File: config.mk
export PLATFORM = sky130hd
export DESIGN_NAME = fp_result_drain
export DESIGN_NICKNAME = d
export VERILOG_FILES = /design/src/rtl/fp_pkg.sv /design/src/rtl/fp_result_drain_ffs_enc.sv /design/src/rtl/fp_result_drain.sv
export SDC_FILE = /design/constraint.sdc
export NUM_CORES = 1
export LEC_CHECK = 0
export ABC_AREA = 1
export CORE_AREA = 2 2 412 414
export DETAILED_ROUTE_END_ITERATION = 8
export DIE_AREA = 0 0 414 416
export MAX_ROUTING_LAYER = met4
export PLACE_DENSITY = 0.34
export REMOVE_ABC_BUFFERS = 1
export SYNTH_ARGS = -nofsm -noshare
export SYNTH_HDL_FRONTEND = slang
export SYNTH_SLANG_ARGS = --single-unit
File: constraint.sdc
create_clock -name clk -period 10.4 [get_ports clk]
set_input_delay 2.08 -clock clk [delete_from_list [all_inputs] [get_ports clk]]
set_output_delay 2.08 -clock clk [all_outputs]
set_load 0.05 [all_outputs]
File: src/rtl/fp_pkg.sv
// Shared types and default sizes for the filter pipeline result path.
package fp_pkg;

  // Default geometry of the pipeline output vectors.
  localparam int FP_INPUTS           = 8;
  localparam int FP_BIT_VEC_SIZE     = 128;
  localparam int FP_BIT_VEC_SIZE_LOG = 7;

  // One bit per candidate ID.
  typedef logic [FP_BIT_VEC_SIZE-1:0] bitvec_t;

  // Lane combine operation. Encoding 3 is not named and behaves as CMB_SEL.
  typedef enum logic [1:0] {
    CMB_SEL = 2'd0,
    CMB_AND = 2'd1,
    CMB_OR  = 2'd2
  } combine_op_e;

  // Drain controller states.
  typedef enum logic [1:0] {
    IDLE = 2'd0,
    SCAN = 2'd1,
    DONE = 2'd2
  } drain_state_e;

endpackage

File: src/rtl/fp_result_drain_ffs_enc.sv
// Combinational find-first-set: index of the lowest set bit, whether any
// bit is set, and whether exactly one bit is set.
module ffs_enc #(
  parameter int W    = 128,
  parameter int LOGW = 7
) (
  input  logic [W-1:0]    vec,
  output logic [LOGW-1:0] idx,
  output logic            any,
  output logic            one_hot_only
);

  // Clearing the lowest set bit leaves zero only when a single bit was set.
  logic [W-1:0] vec_minus_one;
  assign vec_minus_one = vec - W'(1);
  assign any           = |vec;
  assign one_hot_only  = any && ((vec & vec_minus_one) == '0);

  // Scan from the top down so the lowest set bit is the last one written.
  always_comb begin
    idx = '0;
    for (int i = W - 1; i >= 0; i--) begin
      if (vec[i]) begin
        idx = LOGW'(i);
      end
    end
  end

endmodule

File: src/rtl/fp_result_drain.sv
// Result drain: captures one set of lane vectors, reduces them to a single
// vector, then hands out the set bits as ascending IDs over a valid/ready
// interface and finishes with a one-cycle done pulse carrying the count.
import fp_pkg::*;

module fp_result_drain #(
  parameter int INPUTS           = FP_INPUTS,
  parameter int BIT_VEC_SIZE     = FP_BIT_VEC_SIZE,
  parameter int BIT_VEC_SIZE_LOG = FP_BIT_VEC_SIZE_LOG,
  parameter int SEL_W            = $clog2(INPUTS)
) (
  input  logic                                 clk,
  input  logic                                 rst,
  input  logic [INPUTS-1:0][BIT_VEC_SIZE-1:0]  in,
  input  logic [INPUTS-1:0]                    valid_in,
  output logic                                 in_ready,
  input  logic [1:0]                           combine_op,
  input  logic [SEL_W-1:0]                     sel,
  output logic [BIT_VEC_SIZE_LOG-1:0]          id_out,
  output logic                                 id_valid,
  input  logic                                 id_ready,
  output logic                                 id_last,
  output logic                                 done,
  output logic [BIT_VEC_SIZE_LOG:0]            count
);

  localparam int CW = BIT_VEC_SIZE_LOG + 1;

  drain_state_e              state_q, state_d;
  logic [BIT_VEC_SIZE-1:0]   vec_q, vec_d;
  logic [CW-1:0]             count_q, count_d;

  logic [BIT_VEC_SIZE-1:0]   red_and, red_or, reduced;
  logic                      capture_ok;

  logic [BIT_VEC_SIZE_LOG-1:0] ffs_idx;
  logic                        ffs_any;
  logic                        ffs_one;

  // AND and OR of all lanes, evaluated every cycle; only used on capture.
  always_comb begin
    red_and = '1;
    red_or  = '0;
    for (int i = 0; i < INPUTS; i++) begin
      red_and = red_and & in[i];
      red_or  = red_or  | in[i];
    end
  end

  // Pick the reduced vector and the matching capture condition.
  always_comb begin
    reduced    = in[sel];
    capture_ok = valid_in[sel];
    if (combine_op == CMB_AND) begin
      reduced    = red_and;
      capture_ok = &valid_in;
    end else if (combine_op == CMB_OR) begin
      reduced    = red_or;
      capture_ok = &valid_in;
    end
  end

  // Lowest pending ID of the captured vector.
  ffs_enc #(
    .W    (BIT_VEC_SIZE),
    .LOGW (BIT_VEC_SIZE_LOG)
  ) u_ffs (
    .vec          (vec_q),
    .idx          (ffs_idx),
    .any          (ffs_any),
    .one_hot_only (ffs_one)
  );

  // Outputs come straight from registered state, so they cannot change
  // while the downstream stalls and they drop to idle values on reset.
  assign in_ready = (state_q == IDLE);
  assign id_valid = (state_q == SCAN) && ffs_any;
  assign id_out   = ffs_idx;
  assign id_last  = (state_q == SCAN) && ffs_one;
  assign done     = (state_q == DONE);
  assign count    = count_q;

  // Next-state logic for the drain controller, vector and count.
  always_comb begin
    state_d = state_q;
    vec_d   = vec_q;
    count_d = count_q;
    unique case (state_q)
      IDLE: begin
        if (capture_ok) begin
          vec_d   = reduced;
          count_d = '0;
          state_d = (|reduced) ? SCAN : DONE;
        end
      end
      SCAN: begin
        if (id_valid && id_ready) begin
          // Drop the lowest set bit; the next one is presented next cycle.
          vec_d   = vec_q & (vec_q - BIT_VEC_SIZE'(1));
          count_d = count_q + CW'(1);
          if (ffs_one) begin
            state_d = DONE;
          end
        end
      end
      DONE: begin
        state_d = IDLE;
      end
      default: begin
        state_d = IDLE;
      end
    endcase
  end

  // State registers with asynchronous active-low reset.
  always_ff @(posedge clk or negedge rst) begin
    if (!rst) begin
      state_q <= IDLE;
      vec_q   <= '0;
      count_q <= '0;
    end else begin
      state_q <= state_d;
      vec_q   <= vec_d;
      count_q <= count_d;
    end
  end

endmodule
---- Word-level counts from Yosys, hierarchy flattened ----
Index checks and enable logic that the tools add are counted.
operators by class
  reductions and logical operators ........ 12
  shift-type cells ........................ 0
  divide/modulo/power cells ............... 0
  $lt $le $gt $ge ......................... 1
  equality and inequality tests ........... 7
  multipliers ............................. 0
  add/subtract/negate cells ............... 2
  mux-type cells .......................... 147
  bitwise operators ....................... 15
operators by type and width
  cell                                                                          number
  128-bit bitwise AND                                                           8
  7-bit 2-to-1 mux                                                              128
  128-bit bitwise OR                                                            7
  128-bit 2-to-1 mux                                                            5
  128-bit binary-select mux with 3-bit select                                   1
  128-bit case mux with 2 select lines                                          1
  128-bit OR reduction                                                          2
  128-bit logical NOT                                                           1
  128-bit by 1-bit subtractor with 128-bit output, second input constant        1
  8-bit 2-to-1 mux                                                              2
  8-bit case mux with 2 select lines                                            1
  8-bit by 1-bit adder with 8-bit output, second input constant                 1
  2-bit 2-to-1 mux                                                              4
  8-bit AND reduction                                                           1
  3-bit AND reduction                                                           2
  2-bit by 1-bit == test with 1-bit output, second input constant               2
  2-bit == test, second input constant                                          2
  1-bit logical AND                                                             4
  3-bit by 4-bit less-than comparator with 1-bit output, second input constant  1
  2-bit by 1-bit inequality test with 1-bit output, second input constant       2
  2-bit case mux with 2 select lines                                            1
  1-bit binary-select mux with 3-bit select                                     1
  1-bit 2-to-1 mux                                                              3
  2-bit logical NOT                                                             1
  other kinds (2)                                                               2
storage, ports and cells
  register bits after elaboration ......... 138
  bits in read-only memories .............. 0
  memories kept ........................... 0
  bits in latches ......................... 0
  output and inout bits ................... 19
  RAM bits ................................ 0

---- Depth between registers and ports, before layout ----
  word-level depth ........................ 128
  depth in mapped cells ................... 127
  mapped depth without buffers ............ 127

---- By module ----
Synthesis repeated with hierarchy kept, for this count alone.
second synthesis, totals
  cells, all modules ...................... 6950
  area total of the unflattened synthesis .. 32824.0 um^2
modules (own cells, without submodules)
  module           area each (um^2)  times used  cells an instance
  fp_result_drain  28962.8           1           6078
  ffs_enc          3861.2            1           872

---- Worst setup path before layout ----
No wires, ideal clock.
  path kind ............................... register to output
  start point ............................. reg vec_q[126]
  end point ............................... out id_out[0]
  buffers on the path ..................... 0
  arrival ................................. 6164 ps
  stages on the path, launching flop included .. 128
  path slack .............................. 2156 ps
  data required time ...................... 8320 ps
  cells stage by stage .................... dfrtp_1 inv_2 nand2_1 nand2_1 nand2_1 nand2_1 nand2_1 nand2_1 nand2_1 nand2_1 nand2_1 nand2_1 nand2_1 nand2_1 nand2_1 nand2_1 nand2_1 nand2_1 (+92 left out) nand2_1 nand2_1 nand2_1 nand2_1 nand2_1 nand2_1 nand2_1 nand2_1 nand2_1 nand2_1 nand2_1 nand2_1 nand2_1 nand2_1 nand2_1 nand2_1 nand2_1 a21oi_2
between the ends
  cells in the longest elaborated chain, start to end .. 127
ends and longest elaborated chain
  what                              line                           RTL
  start: declaration                fp_result_drain.sv:30          logic [BIT_VEC_SIZE-1:0] vec_q, vec_d;
  start signal: assignment          fp_result_drain.sv:123         vec_q <= vec_d;
  7-bit 2-to-1 mux (127 in series)  fp_result_drain_ffs_enc.sv:23  if (vec[i]) begin
  end: declaration                  fp_result_drain.sv:19          output logic [BIT_VEC_SIZE_LOG-1:0] id_out,
No other way between the ends.

---- Worst setup path after layout ----
Ends and elaborated chain as after synthesis.

==> impl_metrics.sql <==
INSERT INTO impl_metrics (metric_group, metric, value, unit) VALUES
('power_and_ir_drop', 'p_switching', '1.340', 'mW'),
('timing', 'setup_violations', '0', ''),
('setup_path', 'worst-r2r-setup-slack', '3.49', 'ns'),
('setup_path', 'critical-path-slowest-cell', 'sky130_fd_sc_hd__dfrtp_1', ''),
('clock_tree', 'clock_sinks', '138', ''),
('layout', 'final_area', '40170', 'µm²'),
('die', 'die_area', '172200', 'µm²'),
('run', 'maxCapViolCount', '0', ''),
('route', 'drc_errors', '0', ''),
('timing', 'max_slew.worst_pin.slew', '1.088', 'ns'),
('timing', 'final.setup.worst_slack', '0.7255', 'ns'),
('grt', 'wire_length_of_the_first_global_routing_pass', '274.1', 'mm'),
('timing', 'final_max_tran_viols', '0', ''),
('setup_path', 'worstPathMaxFanout', '3', ''),
('setup_path', 'required', '8.32', 'ns'),
('timing', 'fin_worst_skew', '0.02235', 'ns'),
('clock_tree', 'clockBufferDepth', '2', ''),
('min_path', 'hp-class', 'reg2reg', ''),
('clock_tree', 'clkLatencyLatePin', '0.51', 'ns'),
('route', 'post_drt_via_cell_ratio', '4.863', ''),
('min_path', 'holdCritStartpoint', 'state_q[1]$_DFFE_PN0P_', ''),
('route', 'wl_per_cell', '24.03', 'µm'),
('die', 'coreArea', '168100', 'µm²'),
('route', 'drt_pass1_iterations', '8', ''),
('setup_path', 'r2r.worst_path.cells', '32', ''),
('die', 'die_x', '414', 'µm'),
('timing', 'layout_worst_path_cycle_share', '0.9302', ''),
('setup_path', 'crit_arrival', '7.59', 'ns'),
('logic_synthesis', 'post_synth_inst_count', '4880', ''),
('logic_synthesis', 'synth-seq-area-share', '0.1301', ''),
('route', 'routed_wirelength', '192.0', 'mm'),
('min_path', 'hold_depth', '1', ''),
('logic_synthesis', 'synth_cell_types', '55', ''),
('route', 'drt_iter0_markers', '3061', ''),
('setup_path', 'crit_type', 'reg2out', ''),
('logic_synthesis', 'synthesis.yosys.warnings', '0', ''),
('die', 'io_pins', '1059', ''),
('timing', 'achievable-frequency', '103.4', 'MHz'),
('layout', 'drive_above_1_share', '0.03878', ''),
('timing', 'timing.final.crit_period', '9.675', 'ns'),
('grt', 'antenna_found_initial', '56', ''),
('setup_path', 'crit_path_start_kind', 'flip-flop', ''),
('timing', 'relSlewSlack', '0.2631', ''),
('power_and_ir_drop', 'share_seq_of_total_power', '0.215', ''),
('clock_tree', 'clock_tree_from_tritoncts', 'yes', ''),
('logic_synthesis', 'synth_async_sr_flop_share', '1.000', ''),
('power_and_ir_drop', 'combinationalPowerShare', '0.557', ''),
('timing', 'grt_setup_unrepaired', 'yes', ''),
('status', 'outcome', 'completed', ''),
('grt', 'largest_net_degree_at_the_start_of_global_routing', '158', ''),
('place', 'dpl.hpwl', '152.0', 'mm'),
('logic_synthesis', 'synth-seq-cells', '138', ''),
('logic_synthesis', 'netlist_top_cells_area', 'sky130_fd_sc_hd__dfrtp_1 13%, sky130_fd_sc_hd__o21ai_0 11%, sky130_fd_sc_hd__inv_1 9.6%', ''),
('die', 'placement_rows', '151', ''),
('power_and_ir_drop', 'p_int', '1.653', 'mW'),
('setup_path', 'critical-path-max-stage-delay', '0.40', 'ns'),
('layout', 'layout.filler_cells', '19180', ''),
('route', 'drtAntennaViolNets', '0', ''),
('route', 'routed-via-count', '38850', ''),
('place', 'port-buffer-count', '1058', ''),
('setup_path', 'critPathMostFrequentCell', 'sky130_fd_sc_hd__nand2_1', ''),
('logic_synthesis', 'post_synth_instance_area', '26550', 'µm²'),
('logic_synthesis', 'synth_enable_flop_cells', '0', ''),
('die', 'floorplan.initialDensity', '0.1579', ''),
('grt', 'grtUsageTotal', '0.2196', ''),
('place', 'gp_congestion', '0.9007', ''),
('power_and_ir_drop', 'p_per_area', '74.53', 'nW/µm²'),
('power_and_ir_drop', 'switching_share', '0.4476', ''),
('clock_tree', 'clk_pin_slew', '0.07', 'ns'),
('power_and_ir_drop', 'power_leakage', '15.99', 'nW'),
('place', 'dp_worst_setup_slack', '1.146', 'ns');
worst max-delay path, delay by kind of cell, from the launching register on:
family | cells | cell delay, ns
AOI/OAI and AO/OA | 1 | 0.17
buffers and inverters | 2 | 0.21
DFF | 1 | 0.40
and+or+nand+nor | 125 | 6.27
worst max path at each step:
stage / endpoint / slack, ns / depth (start not counted)
6_report: id_out[0] / 0.73 / 128
5_1_grt: id_out[0] / -0.81 / 128
4_1_cts: id_out[0] / 0.54 / 128
3_5_place_dp: id_out[0] / 1.15 / 128
3_3_place_gp: id_out[0] / 0.90 / 128
2_1_floorplan: count[7]$_DFFE_PN0P_ / -1.57 / 12
cell families (layout without fill, tap and decap cells):
logic type               after synthesis  after routing  synth area share
multiplexers                          28             28           0.01056
flip-flops                           138            138            0.1301
AND/OR/NAND/NOR                     2054           2054            0.3591
XOR/XNOR                               1              1         0.0003300
adder cells (fa/ha/maj)                1              1         0.0004712
other                                  0             47                 0
AO/OA/AOI/OAI                       1557           1557            0.3329
buffers and inverters               1101           1945            0.1665
repair_timing:
action	CTS	global route
endpoints found under the setup margin	0	1
hold buffers	0	0
buffers inserted	0	2
resized for setup	0	2
power groups by stage:
stage | Sequential (mW) | Combinational (mW) | Clock, mW
global route | 0.654 | 1.83 | 0.717
floorplan | 0.666 | 0.681 | 0
finish | 0.645 | 1.67 | 0.681
global placement | 0.654 | 1.68 | 0
detailed placement | 0.654 | 1.68 | 0
CTS | 0.645 | 1.68 | 0.706
through the flow:
stage / std cells / power [mW] / utilization
after global placement: 7908 / 2.334 / 0.2344
after detailed placement: 7908 / 2.330 / 0.2344
final: 7989 / 2.994 / 0.2389
after CTS: 7940 / 3.035 / 0.2380
after floorplan: 4582 / 1.346 / -
after global routing: 7987 / 3.205 / 0.2389
cell usage after synthesis (37+ instances only):
master	instances
sky130_fd_sc_hd__nand3_1	431
sky130_fd_sc_hd__nor2_1	547
sky130_fd_sc_hd__a31oi_1	47
sky130_fd_sc_hd__o211ai_1	93
sky130_fd_sc_hd__inv_2	92
sky130_fd_sc_hd__buf_1	37
sky130_fd_sc_hd__nor3_1	111
sky130_fd_sc_hd__o221ai_1	65
sky130_fd_sc_hd__nor4_1	204
sky130_fd_sc_hd__dfrtp_1	138
sky130_fd_sc_hd__nand2_1	519
sky130_fd_sc_hd__inv_1	677
sky130_fd_sc_hd__a21oi_1	413
sky130_fd_sc_hd__o21ai_0	603
sky130_fd_sc_hd__clkbuf_1	261
sky130_fd_sc_hd__o21ai_1	174
sky130_fd_sc_hd__nand4_1	215
layer usage:
layer | vias up | wire [µm] | GRT usage
met5 | - | 0 | -
met4 | 0 | 3391 | 0.05097
met3 | 157 | 10240 | 0.03776
met2 | 1279 | 96000 | 0.3816
met1 | 18430 | 82340 | 0.2631
li1 | 18990 | - | -
cells in the final DEF (no fill, tap or decap), types with 8 or more instances in the layout:
cell type | netlist | final
sky130_fd_sc_hd__mux2i_1 | 28 | 28
sky130_fd_sc_hd__nor4_1 | 204 | 204
sky130_fd_sc_hd__clkdlybuf4s50_1 | 0 | 1052
sky130_fd_sc_hd__o221ai_1 | 65 | 65
sky130_fd_sc_hd__o31ai_1 | 13 | 13
sky130_fd_sc_hd__o311ai_1 | 12 | 13
sky130_fd_sc_hd__inv_2 | 92 | 87
sky130_fd_sc_hd__o21ai_0 | 603 | 603
sky130_fd_sc_hd__bufinv_8 | 20 | 20
sky130_fd_sc_hd__o41ai_1 | 30 | 30
sky130_fd_sc_hd__a22oi_1 | 11 | 11
sky130_fd_sc_hd__dfrtp_1 | 138 | 138
sky130_fd_sc_hd__nand4_1 | 215 | 215
sky130_fd_sc_hd__or4_1 | 9 | 9
sky130_fd_sc_hd__o22ai_1 | 36 | 36
sky130_fd_sc_hd__o211ai_1 | 93 | 93
sky130_fd_sc_hd__clkinv_1 | 8 | 8
sky130_fd_sc_hd__a32o_1 | 9 | 9
sky130_fd_sc_hd__a41oi_1 | 9 | 9
sky130_fd_sc_hd__nand3_1 | 431 | 431
sky130_fd_sc_hd__nor2_1 | 547 | 545
sky130_fd_sc_hd__nor3_1 | 111 | 111
sky130_fd_sc_hd__buf_12 | 0 | 13
sky130_fd_sc_hd__a31oi_1 | 47 | 47
sky130_fd_sc_hd__buf_4 | 0 | 41
sky130_fd_sc_hd__o21ai_1 | 174 | 174
sky130_fd_sc_hd__inv_1 | 677 | 675
sky130_fd_sc_hd__diode_2 | 0 | 47
sky130_fd_sc_hd__nand2_1 | 519 | 516
sky130_fd_sc_hd__a21oi_1 | 413 | 413
sky130_fd_sc_hd__clkbuf_16 | 0 | 17
flip-flops by register name, summed over array words and instances (netlist names):
signal,cells
count,8
vec_q,128
state_q,2
area by class of cell:
class | instances | area (µm²) | share of cell area
multi-input combinational | 3641 | 18710 | 0.4659
timing repair buffer | 1110 | 11150 | 0.2776
sequential | 138 | 3453 | 0.08597
inverter | 803 | 3339 | 0.08314
tap | 2218 | 2775 | 0.06909
clock buffer | 17 | 425.4 | 0.01059
clock inverter | 15 | 191.4 | 0.004766
antenna | 47 | 117.6 | 0.002928
No activity file was read; power rests on OpenSTA's default activity.
